===== config.mk =====
export PLATFORM = sky130hd
export DESIGN_NAME = cntr3_step_ctrl_flat
export DESIGN_NICKNAME = d
export VERILOG_FILES = /design/src/rtl/cntr3_step_ctrl_pkg.sv /design/src/rtl/cntr3_step_ctrl_if.sv /design/src/rtl/cntr3_step_ctrl_req_fifo2.sv /design/src/rtl/cntr3_step_ctrl.sv /design/src/flat_wrapper.sv
export SDC_FILE = /design/constraint.sdc
export NUM_CORES = 1
export LEC_CHECK = 0
export ABC_AREA = 1
export CORE_AREA = 2 2 44 46
export DETAILED_ROUTE_END_ITERATION = 7
export DIE_AREA = 0 0 46 48
export PLACE_DENSITY = 0.72
export SYNTH_ARGS = -nofsm -noshare
export SYNTH_HDL_FRONTEND = slang
export SYNTH_SLANG_ARGS = --single-unit
export TNS_END_PERCENT = 1

===== constraint.sdc =====
create_clock -name clk -period 1.5 [get_ports clk]
set_clock_uncertainty 0.15 [all_clocks]
set_input_delay 0.3 -clock clk [delete_from_list [all_inputs] [get_ports clk]]
set_output_delay 0.3 -clock clk [all_outputs]
set_load 0.03 [all_outputs]

===== src/rtl/cntr3_step_ctrl_pkg.sv =====
// rtl/cntr3_step_ctrl_pkg.sv - shared encodings and helpers for the cntr3 step controller
package cntr3_pkg;

  localparam logic [1:0] S0    = 2'b00;
  localparam logic [1:0] S1    = 2'b01;
  localparam logic [1:0] S2    = 2'b10;
  localparam logic [1:0] S_ILL = 2'b11;

  localparam int HOLD_CNT_W = 4;

  typedef enum logic {
    FSM_IDLE = 1'b0,
    FSM_HOLD = 1'b1
  } fsm_t;

  // A wrap is the step that passes through S0 from the far end of the sequence.
  function automatic logic is_wrap(input logic inc, input logic [1:0] cur, input logic [1:0] nxt);
    return (inc && cur == S2 && nxt == S0) || (!inc && cur == S0 && nxt == S2);
  endfunction

endpackage


===== src/rtl/cntr3_step_ctrl_if.sv =====
// rtl/cntr3_step_ctrl_if.sv - request handshake and next-state loop signals of the step controller
interface cntr3_step_ctrl_if;

  logic       req_valid;
  logic       req_inc;
  logic       req_ready;
  logic [1:0] ns_in;
  logic [1:0] state;
  logic       inc_out;
  logic       wrap;
  logic       err;
  logic       busy;

  modport master (
    output req_valid, req_inc, ns_in,
    input  req_ready, state, inc_out, wrap, err, busy
  );

  modport slave (
    input  req_valid, req_inc, ns_in,
    output req_ready, state, inc_out, wrap, err, busy
  );

endinterface


===== src/rtl/cntr3_step_ctrl_req_fifo2.sv =====
// rtl/cntr3_step_ctrl_req_fifo2.sv - two-entry one-bit FIFO holding queued step directions
module req_fifo2 (
  input  logic clk,
  input  logic rst_n,
  input  logic i_push,
  input  logic i_data,
  input  logic i_pop,
  output logic o_data,
  output logic o_full,
  output logic o_empty
);

  logic [1:0] r_mem;
  logic       r_wr_ptr;
  logic       r_rd_ptr;
  logic [1:0] r_count;
  logic       w_push;
  logic       w_pop;

  assign o_full  = (r_count == 2'd2);
  assign o_empty = (r_count == 2'd0);
  assign o_data  = r_mem[r_rd_ptr];
  assign w_push  = i_push && !o_full;
  assign w_pop   = i_pop && !o_empty;

  always_ff @(posedge clk or negedge rst_n) begin
    if (!rst_n) begin
      r_mem    <= 2'b00;
      r_wr_ptr <= 1'b0;
      r_rd_ptr <= 1'b0;
      r_count  <= 2'd0;
    end else begin
      if (w_push) begin
        r_mem[r_wr_ptr] <= i_data;
        r_wr_ptr        <= ~r_wr_ptr;
      end
      if (w_pop) begin
        r_rd_ptr <= ~r_rd_ptr;
      end
      case ({w_push, w_pop})
        2'b10:   r_count <= r_count + 2'd1;
        2'b01:   r_count <= r_count - 2'd1;
        default: r_count <= r_count;
      endcase
    end
  end

endmodule


===== src/rtl/cntr3_step_ctrl.sv =====
// rtl/cntr3_step_ctrl.sv - paced state register and request queue around the cntr3 next-state logic
module cntr3_step_ctrl #(
  parameter int HOLD = 1
) (
  input logic             clk,
  input logic             reset_n,
  cntr3_step_ctrl_if.slave bus
);

  import cntr3_pkg::*;

  localparam logic [HOLD_CNT_W-1:0] HOLD_RELOAD = HOLD_CNT_W'((HOLD > 0) ? HOLD - 1 : 0);

  logic [1:0]            r_state;
  logic                  r_wrap;
  logic                  r_err;
  fsm_t                  r_fsm;
  fsm_t                  w_fsm_nxt;
  logic [HOLD_CNT_W-1:0] r_hold_cnt;
  logic [HOLD_CNT_W-1:0] w_hold_nxt;
  logic                  w_head;
  logic                  w_full;
  logic                  w_empty;
  logic                  w_update;
  logic                  w_fix_ill;

  req_fifo2 u_req_fifo (
    .clk     (clk),
    .rst_n   (reset_n),
    .i_push  (bus.req_valid),
    .i_data  (bus.req_inc),
    .i_pop   (w_update),
    .o_data  (w_head),
    .o_full  (w_full),
    .o_empty (w_empty)
  );

  assign w_update  = (r_fsm == FSM_IDLE) && !w_empty;
  assign w_fix_ill = (r_fsm == FSM_IDLE) && w_empty && (r_state == S_ILL);

  assign bus.req_ready = !w_full;
  assign bus.inc_out   = w_empty ? 1'b0 : w_head;
  assign bus.state     = r_state;
  assign bus.wrap      = r_wrap;
  assign bus.err       = r_err;
  assign bus.busy      = !w_empty || (r_fsm != FSM_IDLE);

  always_ff @(posedge clk or negedge reset_n) begin
    if (!reset_n) begin
      r_state <= S0;
      r_wrap  <= 1'b0;
      r_err   <= 1'b0;
    end else begin
      r_wrap <= 1'b0;
      if (w_update) begin
        if (bus.ns_in == S_ILL) begin
          r_state <= S0;
          r_err   <= 1'b1;
        end else begin
          r_state <= bus.ns_in;
          r_wrap  <= is_wrap(bus.inc_out, r_state, bus.ns_in);
        end
      end else if (w_fix_ill) begin
        r_state <= S0;
        r_err   <= 1'b1;
      end
    end
  end

  always_ff @(posedge clk or negedge reset_n) begin
    if (!reset_n) begin
      r_fsm      <= FSM_IDLE;
      r_hold_cnt <= '0;
    end else begin
      r_fsm      <= w_fsm_nxt;
      r_hold_cnt <= w_hold_nxt;
    end
  end

  // With HOLD = 0 the FSM never leaves IDLE, so updates may occur on every edge.
  always_comb begin
    w_fsm_nxt  = r_fsm;
    w_hold_nxt = r_hold_cnt;
    case (r_fsm)
      FSM_IDLE: begin
        if (w_update && (HOLD > 0)) begin
          w_fsm_nxt  = FSM_HOLD;
          w_hold_nxt = HOLD_RELOAD;
        end
      end
      FSM_HOLD: begin
        if (r_hold_cnt == '0) begin
          w_fsm_nxt = FSM_IDLE;
        end else begin
          w_hold_nxt = r_hold_cnt - 1'b1;
        end
      end
      default: w_fsm_nxt = FSM_IDLE;
    endcase
  end

endmodule


===== src/flat_wrapper.sv =====
// flat-port wrapper written by rule: the top's interface ports become plain ports
module cntr3_step_ctrl_flat import cntr3_pkg::*;
#(
  parameter int HOLD = 1
)
  (clk, reset_n, bus_req_valid, bus_req_inc, bus_ns_in, bus_req_ready, bus_state, bus_inc_out, bus_wrap, bus_err, bus_busy);
  cntr3_step_ctrl_if bus_i ();
  input logic clk;
  input logic reset_n;
  input wire logic [$bits(bus_i.req_valid)-1:0] bus_req_valid;
  input wire logic [$bits(bus_i.req_inc)-1:0] bus_req_inc;
  input wire logic [$bits(bus_i.ns_in)-1:0] bus_ns_in;
  output wire logic [$bits(bus_i.req_ready)-1:0] bus_req_ready;
  output wire logic [$bits(bus_i.state)-1:0] bus_state;
  output wire logic [$bits(bus_i.inc_out)-1:0] bus_inc_out;
  output wire logic [$bits(bus_i.wrap)-1:0] bus_wrap;
  output wire logic [$bits(bus_i.err)-1:0] bus_err;
  output wire logic [$bits(bus_i.busy)-1:0] bus_busy;
  assign bus_i.req_valid = bus_req_valid;
  assign bus_i.req_inc = bus_req_inc;
  assign bus_i.ns_in = bus_ns_in;
  assign bus_req_ready = bus_i.req_ready;
  assign bus_state = bus_i.state;
  assign bus_inc_out = bus_i.inc_out;
  assign bus_wrap = bus_i.wrap;
  assign bus_err = bus_i.err;
  assign bus_busy = bus_i.busy;
  cntr3_step_ctrl #(.HOLD(HOLD)) u_core (.clk(clk), .reset_n(reset_n), .bus(bus_i));
endmodule

Yosys cells after proc, flatten, opt, wreduce, memory -nomap -nowiden

Cells that the tools add are included.

Bits in registers: 15
Input port bits: 6
Output and inout bits: 7
Word-level logic and storage cells: 72

$add $sub $neg: 3
Magnitude comparators: 3
Equality and inequality tests: 10
Mux-type cells: 21
Bitwise gates (word level): 3
Reductions and logical operators: 23

Operator list:

| operator            | number |
|---|---|
| $eq 2x2->1 const B  | 6 |
| $mux 1              | 11 |
| $logic_and 1x1->1   | 10 |
| $mux 4              | 2 |
| $pmux 4 s2          | 1 |
| $logic_not 2->1     | 3 |
| $mux 2              | 3 |
| $logic_not 4->1     | 1 |
| $lt 1x2->1 const B  | 2 |
| $ne 2x2->1 const B  | 2 |
| $pmux 2 s2          | 1 |
| $reduce_and 2->1    | 2 |
| $reduce_bool 2->1   | 2 |
| $sub 4x1->4 const B | 1 |
| $logic_not 1->1     | 3 |
| $not 1->1           | 3 |
| $add 2x1->2 const B | 1 |
| $bwmux 2            | 1 |
| $eq 2x1->1 const B  | 1 |
| $logic_or 1x1->1    | 2 |
| $ne 2x1->1 const B  | 1 |
| $pmux 1 s2          | 1 |
| $sub 2x1->2 const B | 1 |
| $demux 1 s1         | 1 |
| $ge 1x1->1 const B  | 1 |

Longest topological paths before layout

Gate-level depths: netlist of the first run.

Depth in word-level cells: 9
Mapped depth: 7
Mapped depth without buffers: 7

Modules after synthesis

Synthesis of the first run repeated with hierarchy kept, for this count alone.

Cell total of the unflattened synthesis: 103
Area, all modules: 797.0 µm²

Modules (own cells, without submodules):

| module          | instances | cells an instance | area each (µm²) | sequential area each (µm²) |
|---|---|---|---|---|
| cntr3_step_ctrl | 1         | 60                | 471.7           | 225.2 |
| req_fifo2       | 1         | 43                | 325.3           | 150.1 |

Worst setup path before layout of the first run

No wires, ideal clock.

Kind: flip-flop to flip-flop
Start: register u_core.u_req_fifo.r_count[0]
End: register u_core.u_req_fifo.r_count[1]
Library setup time: 122 ps
Arrival: 1299 ps
Data required time: 1228 ps
Setup slack: -71 ps
Cell stages (with the launch flop): 8
Buffers on the path: 0
Clock period less this slack: 1571 ps
Cells stage by stage: dfrtp_1 > inv_2 > a21boi_2 > inv_1 > ha_1 > a21oi_1 > nand2_1 > xor2_1

Word-level cells in the longest chain between the ends: 6
Elaborated cells on any way between the ends: 13
Classes of those cells: 2 x add/sub; 3 x eq/ne; 1 x mux; 7 x reduce/logical

Ends and longest elaborated chain:

| what                                                   | RTL line                                               | source |
|---|---|---|
| start, declared                                        | cntr3_step_ctrl_req_fifo2.sv:16                        | `logic [1:0] r_count;` |
| start signal, assigned                                 | cntr3_step_ctrl_req_fifo2.sv:41                        | `2'b10: r_count <= r_count + 2'd1;` |
| start signal, assigned                                 | cntr3_step_ctrl_req_fifo2.sv:42                        | `2'b01: r_count <= r_count - 2'd1;` |
| start signal, assigned                                 | cntr3_step_ctrl_req_fifo2.sv:43                        | `default: r_count <= r_count;` |
| $logic_not 2->1                                        | cntr3_step_ctrl_req_fifo2.sv:21                        | `assign o_empty = (r_count == 2'd0);` |
| $logic_not 1->1                                        | cntr3_step_ctrl_req_fifo2.sv:24, cntr3_step_ctrl.sv:38 |  |
| $logic_and 1x1->1                                      | cntr3_step_ctrl.sv:38                                  | `assign w_update = (r_fsm == FSM_IDLE) && !w_empty;` |
| $logic_and 1x1->1                                      | cntr3_step_ctrl_req_fifo2.sv:24                        | `assign w_pop = i_pop && !o_empty;` |
| $eq 2x1->1 / $eq 2x2->1 (equally long branches)        | cntr3_step_ctrl_req_fifo2.sv:40                        | `case ({w_push, w_pop})` |
| $pmux 2 s2 / $reduce_bool 2->1 (equally long branches) | --                                                     |  |

Parallel ways exist; a longest one is shown, timed or not.
A chain may end at the register's enable or synchronous reset.

Worst setup path after layout of the first run

Start: register u_core.u_req_fifo.r_count[0]
End: output port bus_inc_out

Word-level cells in the longest chain between the ends: 2

Ends and longest elaborated chain:

| what            | RTL line                        | source |
|---|---|---|
| $logic_not 2->1 | cntr3_step_ctrl_req_fifo2.sv:21 |  |
| $mux 1          | cntr3_step_ctrl.sv:42           | `assign bus.inc_out = w_empty ? 1'b0 : w_head;` |
| end, declared   | flat_wrapper.sv:15              | `output wire logic [$bits(bus_i.inc_out)-1:0] bus_inc_out;` |

No other way between the ends.

==> results.sh, run 1 <==
export IMPL_path_cells="nor2_2 -> buf_6 -> a21oi_2 -> buf_6"
export IMPL_synthTopCellsByArea="dfrtp_1 50%, nand2_1 10%, nand3_1 8.0%, inv_1 5.5%, ha_1 3.3%"
export IMPL_synth_edff_count=0
export IMPL_crit_path_end="bus_inc_out"
export IMPL_syn2layout_area_growth_pct=43.6
export IMPL_drcViolationCount=0
export IMPL_netSwitchingFraction_pct=42.1
export IMPL_gp_congestion=0.751
export IMPL_cts_max_level=1
export IMPL_fp_coreArea_mm2=0.00169
export IMPL_clockBufferDepth=2
export IMPL_ioPinCount=13
export IMPL_placed_area_um2=971
export IMPL_slowest_delay_ns=0.41
export IMPL_grt_pass1_wl_um=2610
export IMPL_final_area_mm2=0.00108
export IMPL_p_comb_share_pct=62.6
export IMPL_synth_nets=96
export IMPL_cp_top_family="flip-flops"
export IMPL_cap_viol_max_count=0
export IMPL_r2r_end="u_core.u_req_fifo.r_count[1]$_DFFE_PN0P_"
export IMPL_io_buffers=12
export IMPL_ys_async_sr_fraction_pct=100
export IMPL_max_freq_mhz=631
export IMPL_dp_hpwl_um=1200
export IMPL_startpoint_type="flip-flop"
export IMPL_power_mw=2.34
export IMPL_wl_met1_um=710
export IMPL_cp_data_required_time_ns=1.05
export IMPL_drt_wl_total_um=1630
export IMPL_syn_cell_area_um2=752
export IMPL_cp_slowest_cell="dfrtp_1"
export IMPL_rsz0062_at_grt="yes"
export IMPL_p_int_mw=1.36
export IMPL_holdWs_ns=0.177
export IMPL_wl_met2_um=870
export IMPL_critPathLaunch="u_core.u_req_fifo.r_count[0]$_DFFE_PN0P_"
export IMPL_p_clk_share_pct=9.8
export IMPL_layout_cells_non_filler=136
export IMPL_top_layer="met4"
export IMPL_clk_pin_slew_ns=0.10
export IMPL_status="finished, violations left"
export IMPL_yosysMostFrequentCell="nand2_1"
export IMPL_syn_inst=88
export IMPL_path_depth=4
export IMPL_ir_drop_mv=1.20
export IMPL_fp_row_count=15
export IMPL_worst_slew_pin_slew_ns=0.299
export IMPL_die_area_mm2=0.00221
export IMPL_p_sw_mw=0.984
export IMPL_seqPwrFrac_pct=27.6
export IMPL_fillerInstances=147
export IMPL_place_ws_ns=-0.318
export IMPL_clk_latency_ns=0.28
export IMPL_cts_root_buf="clkbuf_4"
export IMPL_r2r_cells=8
export IMPL_antenna_found_initial=0
export IMPL_die_width_um=46
export IMPL_via_per_inst=5.07
export IMPL_route_met3_wl_um=34
export IMPL_violations="negative setup slack"
export IMPL_final_util_pct=63.9
export IMPL_worstPathArrival_ns=1.14
export IMPL_cts_buffers=3
export IMPL_r2r_setup_slack_ns=-0.06
export IMPL_crit_path_end_kind="output port"
export IMPL_n_antenna_cell=0
export IMPL_path_buf_inv=2
export IMPL_drive_above_1_share_pct=33.6
export IMPL_path_class="flip-flop to output port"
export IMPL_cts_tree="built"
export IMPL_fin_crit_ns=1.59
export IMPL_fin_ws_ns=-0.0860
export IMPL_timing_final_crit_share_pct=106
export IMPL_drtAntennaViolNets=0
export IMPL_grt_max_degree=16
export IMPL_yosysWarnings=0
export IMPL_synth_distinct_cells=20
export IMPL_place_inst=127
export IMPL_first_pass_iters=4
export IMPL_slew_headroom_pct=80.2
export IMPL_clkSinkCount=15
export IMPL_fin_nets=128
export IMPL_grtUsageTotal_pct=17.3
export IMPL_setup_viol=4
export IMPL_synth_top_cells_by_count="20 x nand2_1, 15 x dfrtp_1, 12 x nand3_1"
export IMPL_ys_flop_type="dfrtp_1"
export IMPL_synth_top_area_share_pct=49.9
export IMPL_regToRegStartpoint="u_core.u_req_fifo.r_count[0]$_DFFE_PN0P_"
export IMPL_synth_area_per_cell_um2=8.55
export IMPL_fin_setup_tns_ns=-0.297
export IMPL_power_per_cell_area_mw_per_mm2=2170
export IMPL_drtIter0Drc=18
export IMPL_drt_wirelength_per_cell_um=12.0
export IMPL_cp_max_fo=3
export IMPL_hold_class="input pin to async pin"
export IMPL_yosys_area_top_type="dfrtp_1"
export IMPL_synth_seq_area_share_pct=49.9
export IMPL_vias=690
export IMPL_leakage_nw=0.539
export IMPL_slew_violations=0
export IMPL_start_util_pct=44.5
export IMPL_crit_path_frequent_cell="buf_6"
export IMPL_fp_dieH_um=48
export IMPL_gr_total_overflow=0
export IMPL_hold_viol_final=0
export IMPL_first_global_vias=591
export IMPL_ys_ff_latch=15
==> final cells by class <==
class / instances / area (µm²) / share of cell area, %
Multi-Input combinational cell: 60 / 365 / 33.8
Clock inverter: 1 / 5.00 / 0.463
Clock buffer: 3 / 22.5 / 2.09
Inverter: 13 / 51.3 / 4.75
Tap cell: 17 / 21.3 / 1.97
Timing Repair Buffer: 27 / 239 / 22.1
Sequential cell: 15 / 375 / 34.8
==> layer usage <==
metal / vias up / GRT usage [%]
met2: 7 / 27.8
met3: 2 / 2.26
li1: 348 / -
met1: 333 / 22.3
met4: 0 / 10.3
met5: - / 0
==> flip-flops by register name (all words and copies together), names as in the netlist <==
signal / flops
u_core.r_hold_cnt: 4
u_core.r_fsm: 1
u_core.bus.state: 2
u_core.bus.err: 1
u_core.u_req_fifo.r_mem: 2
u_core.u_req_fifo.r_rd_ptr: 1
u_core.bus.wrap: 1
u_core.u_req_fifo.r_count: 2
u_core.u_req_fifo.r_wr_ptr: 1
==> worst min path at each step <==
stage / start / depth (start not counted) / to
floorplan: reset_n / 0 / u_core.bus.err$_DFFE_PN0P_
global placement: u_core.bus.err$_DFFE_PN0P_ / 1 / u_core.bus.err$_DFFE_PN0P_
detailed placement: u_core.bus.err$_DFFE_PN0P_ / 1 / u_core.bus.err$_DFFE_PN0P_
CTS: reset_n / 2 / u_core.r_hold_cnt[1]$_DFFE_PN0P_
global route: reset_n / 2 / u_core.u_req_fifo.r_rd_ptr$_DFFE_PN0P_
finish: reset_n / 2 / u_core.r_hold_cnt[1]$_DFFE_PN0P_
==> cells in the final DEF, fill, tap and decap left out, drive strengths merged, types with 2 or more instances in the layout <==
cell,n
a21oi,4
buf,20
clkbuf,3
clkdlybuf4s50,5
dfrtp,15
ha,2
inv,13
nand2,22
nand3,12
nand4,2
nor2,5
o21ai,4
xnor2,2
xor2,2
==> power groups by stage <==
stage | registers, mW | logic (mW) | clock network, mW
5_1_grt | 0.670 | 1.59 | 0.261
3_5_place_dp | 0.651 | 1.19 | 0
6_report | 0.647 | 1.46 | 0.229
4_1_cts | 0.645 | 1.24 | 0.237
3_3_place_gp | 0.643 | 1.16 | 0
2_1_floorplan | 0.729 | 0.625 | 0
==> cell families (layout without fill, tap and decap cells) <==
group           count (synthesis)  count (layout)  synth area share (%)
compound gates                 10              10                  7.65
xor+xnor                        4               4                  4.66
fa+ha+maj                       2               2                  3.33
buf+inv                        13              44                  6.49
flops                          15              15                  49.9
simple gates                   44              44                  28.0
==> timing repair <==
action | CTS | global route
gates resized for setup | 11 | 11
hold buffers | 0 | 0
endpoints found under the hold margin | 0 | 0
setup buffers | 0 | 5
pin swaps | 3 | 2
cloned | 0 | 0
endpoints found under the setup margin | 7 | 7
Power figures use the tool's default switching activity.
==> inputs of run 2 (changes only) <==
--- a/config.mk
+++ b/config.mk
@@ -10,6 +10,7 @@
 export DETAILED_ROUTE_END_ITERATION = 7
 export DIE_AREA = 0 0 46 48
 export PLACE_DENSITY = 0.72
+export SLEW_MARGIN = 10
 export SYNTH_ARGS = -nofsm -noshare
 export SYNTH_HDL_FRONTEND = slang
 export SYNTH_SLANG_ARGS = --single-unit
==> constraint.sdc (replaced) <==
create_clock -name clk -period 1.3 [get_ports clk]
set_clock_uncertainty 0.15 [all_clocks]
set_input_delay 0.26 -clock clk [delete_from_list [all_inputs] [get_ports clk]]
set_output_delay 0.26 -clock clk [all_outputs]
set_load 0.03 [all_outputs]
==> results.sh, run 2 (synthesized netlist as in run 1, its figures left out) <==
export IMPL_cp_data_required_time_ns=1.35
export IMPL_drive_above_1_share_pct=40.3
export IMPL_clockBufferDepth=2
export IMPL_rsz0062_at_grt="yes"
export IMPL_ioPinCount=13
export IMPL_place_ws_ns=-0.472
export IMPL_path_class="flip-flop to flip-flop"
export IMPL_seqPwrFrac_pct=27.7
export IMPL_drt_wl_total_um=1670
export IMPL_antenna_found_initial=0
export IMPL_power_per_cell_area_mw_per_mm2=2390
export IMPL_syn2layout_area_growth_pct=53.7
export IMPL_dp_hpwl_um=1170
export IMPL_start_util_pct=44.5
export IMPL_final_common_cell="buf_4"
export IMPL_fin_nets=133
export IMPL_die_area_mm2=0.00221
export IMPL_via_per_inst=4.86
export IMPL_grt_pass1_wl_um=2620
export IMPL_grt_max_degree=16
export IMPL_timing_final_crit_share_pct=125
export IMPL_drtAntennaViolNets=0
export IMPL_worstPathArrival_ns=1.68
export IMPL_layout_cells_non_filler=141
export IMPL_drcViolationCount=0
export IMPL_top_register="u_core.r_hold_cnt"
export IMPL_n_antenna_cell=0
export IMPL_first_pass_iters=4
export IMPL_p_clk_share_pct=9.3
export IMPL_cts_max_level=1
export IMPL_hold_viol_final=0
export IMPL_grtUsageTotal_pct=17.3
export IMPL_cp_slowest_cell="dfrtp_1"
export IMPL_first_global_vias=622
export IMPL_largest_reg_flops=4
export IMPL_drtIter0Drc=13
export IMPL_cts_hold_buffers=0
export IMPL_hold_class="input pin to async pin"
export IMPL_place_inst=132
export IMPL_p_comb_share_pct=63.0
export IMPL_die_width_um=46
export IMPL_slew_violations=0
export IMPL_violations="negative setup slack"
export IMPL_max_freq_mhz=613
export IMPL_startpoint_type="flip-flop"
export IMPL_drt_wirelength_per_cell_um=11.9
export IMPL_path_cells="buf_6 -> inv_4 -> a21boi_2 -> inv_2 -> ha_4 -> or2_1 -> nand2_1 -> xor2_1"
export IMPL_r2r_setup_slack_ns=-0.33
export IMPL_power_mw=2.77
export IMPL_worst_slew_pin_slew_ns=0.194
export IMPL_gr_total_overflow=0
export IMPL_fp_row_count=15
export IMPL_cap_viol_max_count=0
export IMPL_final_cell_mix="18 x buf_4, 14 x nand2_1, 14 x dfrtp_1"
export IMPL_crit_path_end_kind="flip-flop"
export IMPL_vias=685
export IMPL_leakage_nw=0.575
export IMPL_slew_headroom_pct=87.1
export IMPL_fin_ws_ns=-0.331
export IMPL_fp_dieH_um=48
export IMPL_netSwitchingFraction_pct=42.6
export IMPL_p_sw_mw=1.18
export IMPL_clk_latency_ns=0.27
export IMPL_clkSinkCount=15
export IMPL_cts_root_buf="clkbuf_4"
export IMPL_fp_coreArea_mm2=0.00169
export IMPL_fin_crit_ns=1.63
export IMPL_slowest_delay_ns=0.41
export IMPL_setup_viol=8
export IMPL_cts_tree="built"
export IMPL_cp_max_fo=2
export IMPL_status="finished, violations left"
export IMPL_cts_buffers=3
export IMPL_io_buffers=12
export IMPL_gp_congestion=0.702
export IMPL_ir_drop_mv=1.34
export IMPL_clk_pin_slew_ns=0.09
export IMPL_p_int_mw=1.59
## run 2: power by group through the flow
stage               registers (mW)  logic (mW)  clock network [mW]
floorplan                    0.841       0.721                   0
global placement             0.742        1.34                   0
detailed placement           0.752        1.36                   0
CTS                          0.749        1.55               0.263
global route                 0.792        1.90               0.299
finish                       0.765        1.74               0.258
## run 2: layout make-up
class	count	area (µm²)
clock buffer	4	26.3
fill	153	533
inverter	13	51.3
multi-input combinational	60	394
sequential	15	377
tap	17	21.3
timing repair buffer	32	287
## run 2: final timing paths
path	startpoint	end	cells past startpoint
min reg2reg	u_core.bus.err$_DFFE_PN0P_	u_core.bus.err$_DFFE_PN0P_	1
max	u_core.u_req_fifo.r_count[0]$_DFFE_PN0P_	u_core.u_req_fifo.r_count[1]$_DFFE_PN0P_	8
min	reset_n	u_core.r_hold_cnt[0]$_DFFE_PN0P_	2
min in group clk	u_core.bus.err$_DFFE_PN0P_	u_core.bus.err$_DFFE_PN0P_	1
max in group asynchronous	reset_n	u_core.bus.state[1]$_DFFE_PN0P_	2
max reg2reg	u_core.u_req_fifo.r_count[0]$_DFFE_PN0P_	u_core.u_req_fifo.r_count[1]$_DFFE_PN0P_	8
## run 2: repair_timing
item | in CTS | in global routing
gates resized for setup | 18 | 13
pin swaps | 1 | 5
buffers inserted | 3 | 2
endpoints found under the setup margin | 11 | 19
## run 2: layer usage
layer | routed length [µm] | track usage, %
met3 | 46 | 4.15
met1 | 700 | 21.2
met4 | 15 | 6.86
met5 | 0 | 0
met2 | 908 | 29.4
## run 2: metrics by stage
| stage | hold WS (ns) | util, % | area [µm²] | TNS, ns |
|---|---|---|---|---|
| after floorplan | -0.186 | - | 764 | -0.284 |
| after global placement | 0.311 | 59.4 | 1000 | -1.45 |
| after detailed placement | 0.314 | 59.4 | 1000 | -1.58 |
| after CTS | 0.150 | 64.6 | 1090 | -1.19 |
| after global routing | 0.149 | 68.4 | 1160 | -2.39 |
| final | 0.145 | 68.4 | 1160 | -1.60 |
## run 2: worst max-delay path: cells and delay by family, from the launching register on
family          cells  cell delay, ns
flops               1            0.41
fa+ha+maj           1            0.16
compound gates      1            0.16
xor+xnor            1            0.16
simple gates        2            0.29
buf+inv             3            0.23
==> patch, RTL diff (settings of run 2) <==
`HOLD` is set to 1 in 2 places; all go to 0.
--- a/src/rtl/cntr3_step_ctrl.sv
+++ b/src/rtl/cntr3_step_ctrl.sv
@@ -1,5 +1,5 @@
 // rtl/cntr3_step_ctrl.sv - paced state register and request queue around the cntr3 next-state logic
 module cntr3_step_ctrl #(
-  parameter int HOLD = 1
+  parameter int HOLD = 0
 ) (
   input logic             clk,
--- a/src/flat_wrapper.sv
+++ b/src/flat_wrapper.sv
@@ -2,5 +2,5 @@
 module cntr3_step_ctrl_flat import cntr3_pkg::*;
 #(
-  parameter int HOLD = 1
+  parameter int HOLD = 0
 )
   (clk, reset_n, bus_req_valid, bus_req_inc, bus_ns_in, bus_req_ready, bus_state, bus_inc_out, bus_wrap, bus_err, bus_busy);
Behaviour: not the same (a bounded check fails within 4 cycles, from zero or initial values and one cycle with reset_n low).
==> patch against run 2 <==
  * The run still ends with negative setup slack left
  * Sequential cell count unchanged
  * Critical endpoint unchanged
  * Global-route usage increased by 1.0 points
  * Power decreased by 12%
  * Worst setup slack improved by 0.061 ns
  * Sequential share of layout area shrank 0.17 points
  * Routed wire length increased by 1.9%
  * Via count is 3.1% higher
  * Design area is 0.87% higher
  * Largest cell class unchanged
  * Critical path type unchanged
  * Synthesized area rose by 4.3%
==> patch: results <==
{
  "status": "complete, but fails checks",
  "violations": "negative setup slack",
  "holdWs_ns": 0.141,
  "pre_cts_ws_ns": -0.482,
  "ys_seq_area_frac": 0.478,
  "grt_use_met2": 0.339,
  "syn2layout_area_growth_pct": 48.6,
  "seq_power_share": 0.292,
  "syn_area_per_cell_sq_um": 8.72,
  "routedWlPerCell_microns": 11.9,
  "power_mw": 2.43,
  "sh_seq_area": 0.324,
  "grt_use_met3": 0.0226,
  "met2WireLength_microns": 904,
  "grt_pass1_wl_microns": 2840,
  "clock_area_frac": 0.0225,
  "cts_resized": 19,
  "placement.cell_area_sq_um": 1040,
  "setup_viol": 9,
  "ys_top_cells_by_count": "nand2_1 (26), dfrtp_1 (15), inv_1 (9)",
  "multi_input_gates": 63,
  "cts_setup_buffers": 4,
  "syn_nets": 98,
  "crit_path_end_kind": "flop",
  "numPlacedInstances": 135,
  "setup_ws_ns": -0.270,
  "dr_wl_met3_microns": 50,
  "nNonClkInverters": 12,
  "netlist-cell-type-count": 22,
  "grt_use_total": 0.183,
  "n_fill_cell": 148,
  "wl_met1_microns": 736,
  "crit_arrival_ns": 1.59,
  "grt_use_met1": 0.216,
  "multi_input_area_share": 0.349,
  "grt_pass1_vias": 713,
  "tns_ns": -1.17,
  "r2r_cells": 7,
  "wl_microns": 1700,
  "drtIter0Drc": 4,
  "ys_top_cells_by_area": "dfrtp_1 (48%), nand2_1 (12%), nand3_1 (4.5%)",
  "pwr-share-clk": 0.107,
  "drive_above_1_share": 0.444,
  "via_per_inst": 4.94,
  "p_leak_nw": 0.583,
  "dp_hpwl_microns": 1240,
  "r2r_start": "u_core.u_req_fifo.r_count[1]$_DFFE_PN0P_",
  "dieArea_sq_um": 2210,
  "tightest_slew_ns": 0.196
}
-- patch: worst max path at each step --
stage	cells past startpoint	to	slack, ns
after floorplan	7	u_core.u_req_fifo.r_count[1]$_DFFE_PN0P_	-0.23
after global placement	7	u_core.u_req_fifo.r_count[1]$_DFFE_PN0P_	-0.45
after detailed placement	7	u_core.u_req_fifo.r_count[1]$_DFFE_PN0P_	-0.48
after CTS	7	u_core.u_req_fifo.r_count[1]$_DFFE_PN0P_	-0.27
after global routing	7	u_core.u_req_fifo.r_count[1]$_DFFE_PN0P_	-0.35
final	7	u_core.u_req_fifo.r_count[1]$_DFFE_PN0P_	-0.27
-- patch: cell families (layout without fill, tap and decap cells) --
group,Yosys count,count (layout),synth area share
simple gates,49,49,0.319
fa+ha+maj,2,2,0.0319
buf+inv,12,48,0.0574
flops,15,15,0.478
xor+xnor,3,3,0.0335
compound gates,9,9,0.0797
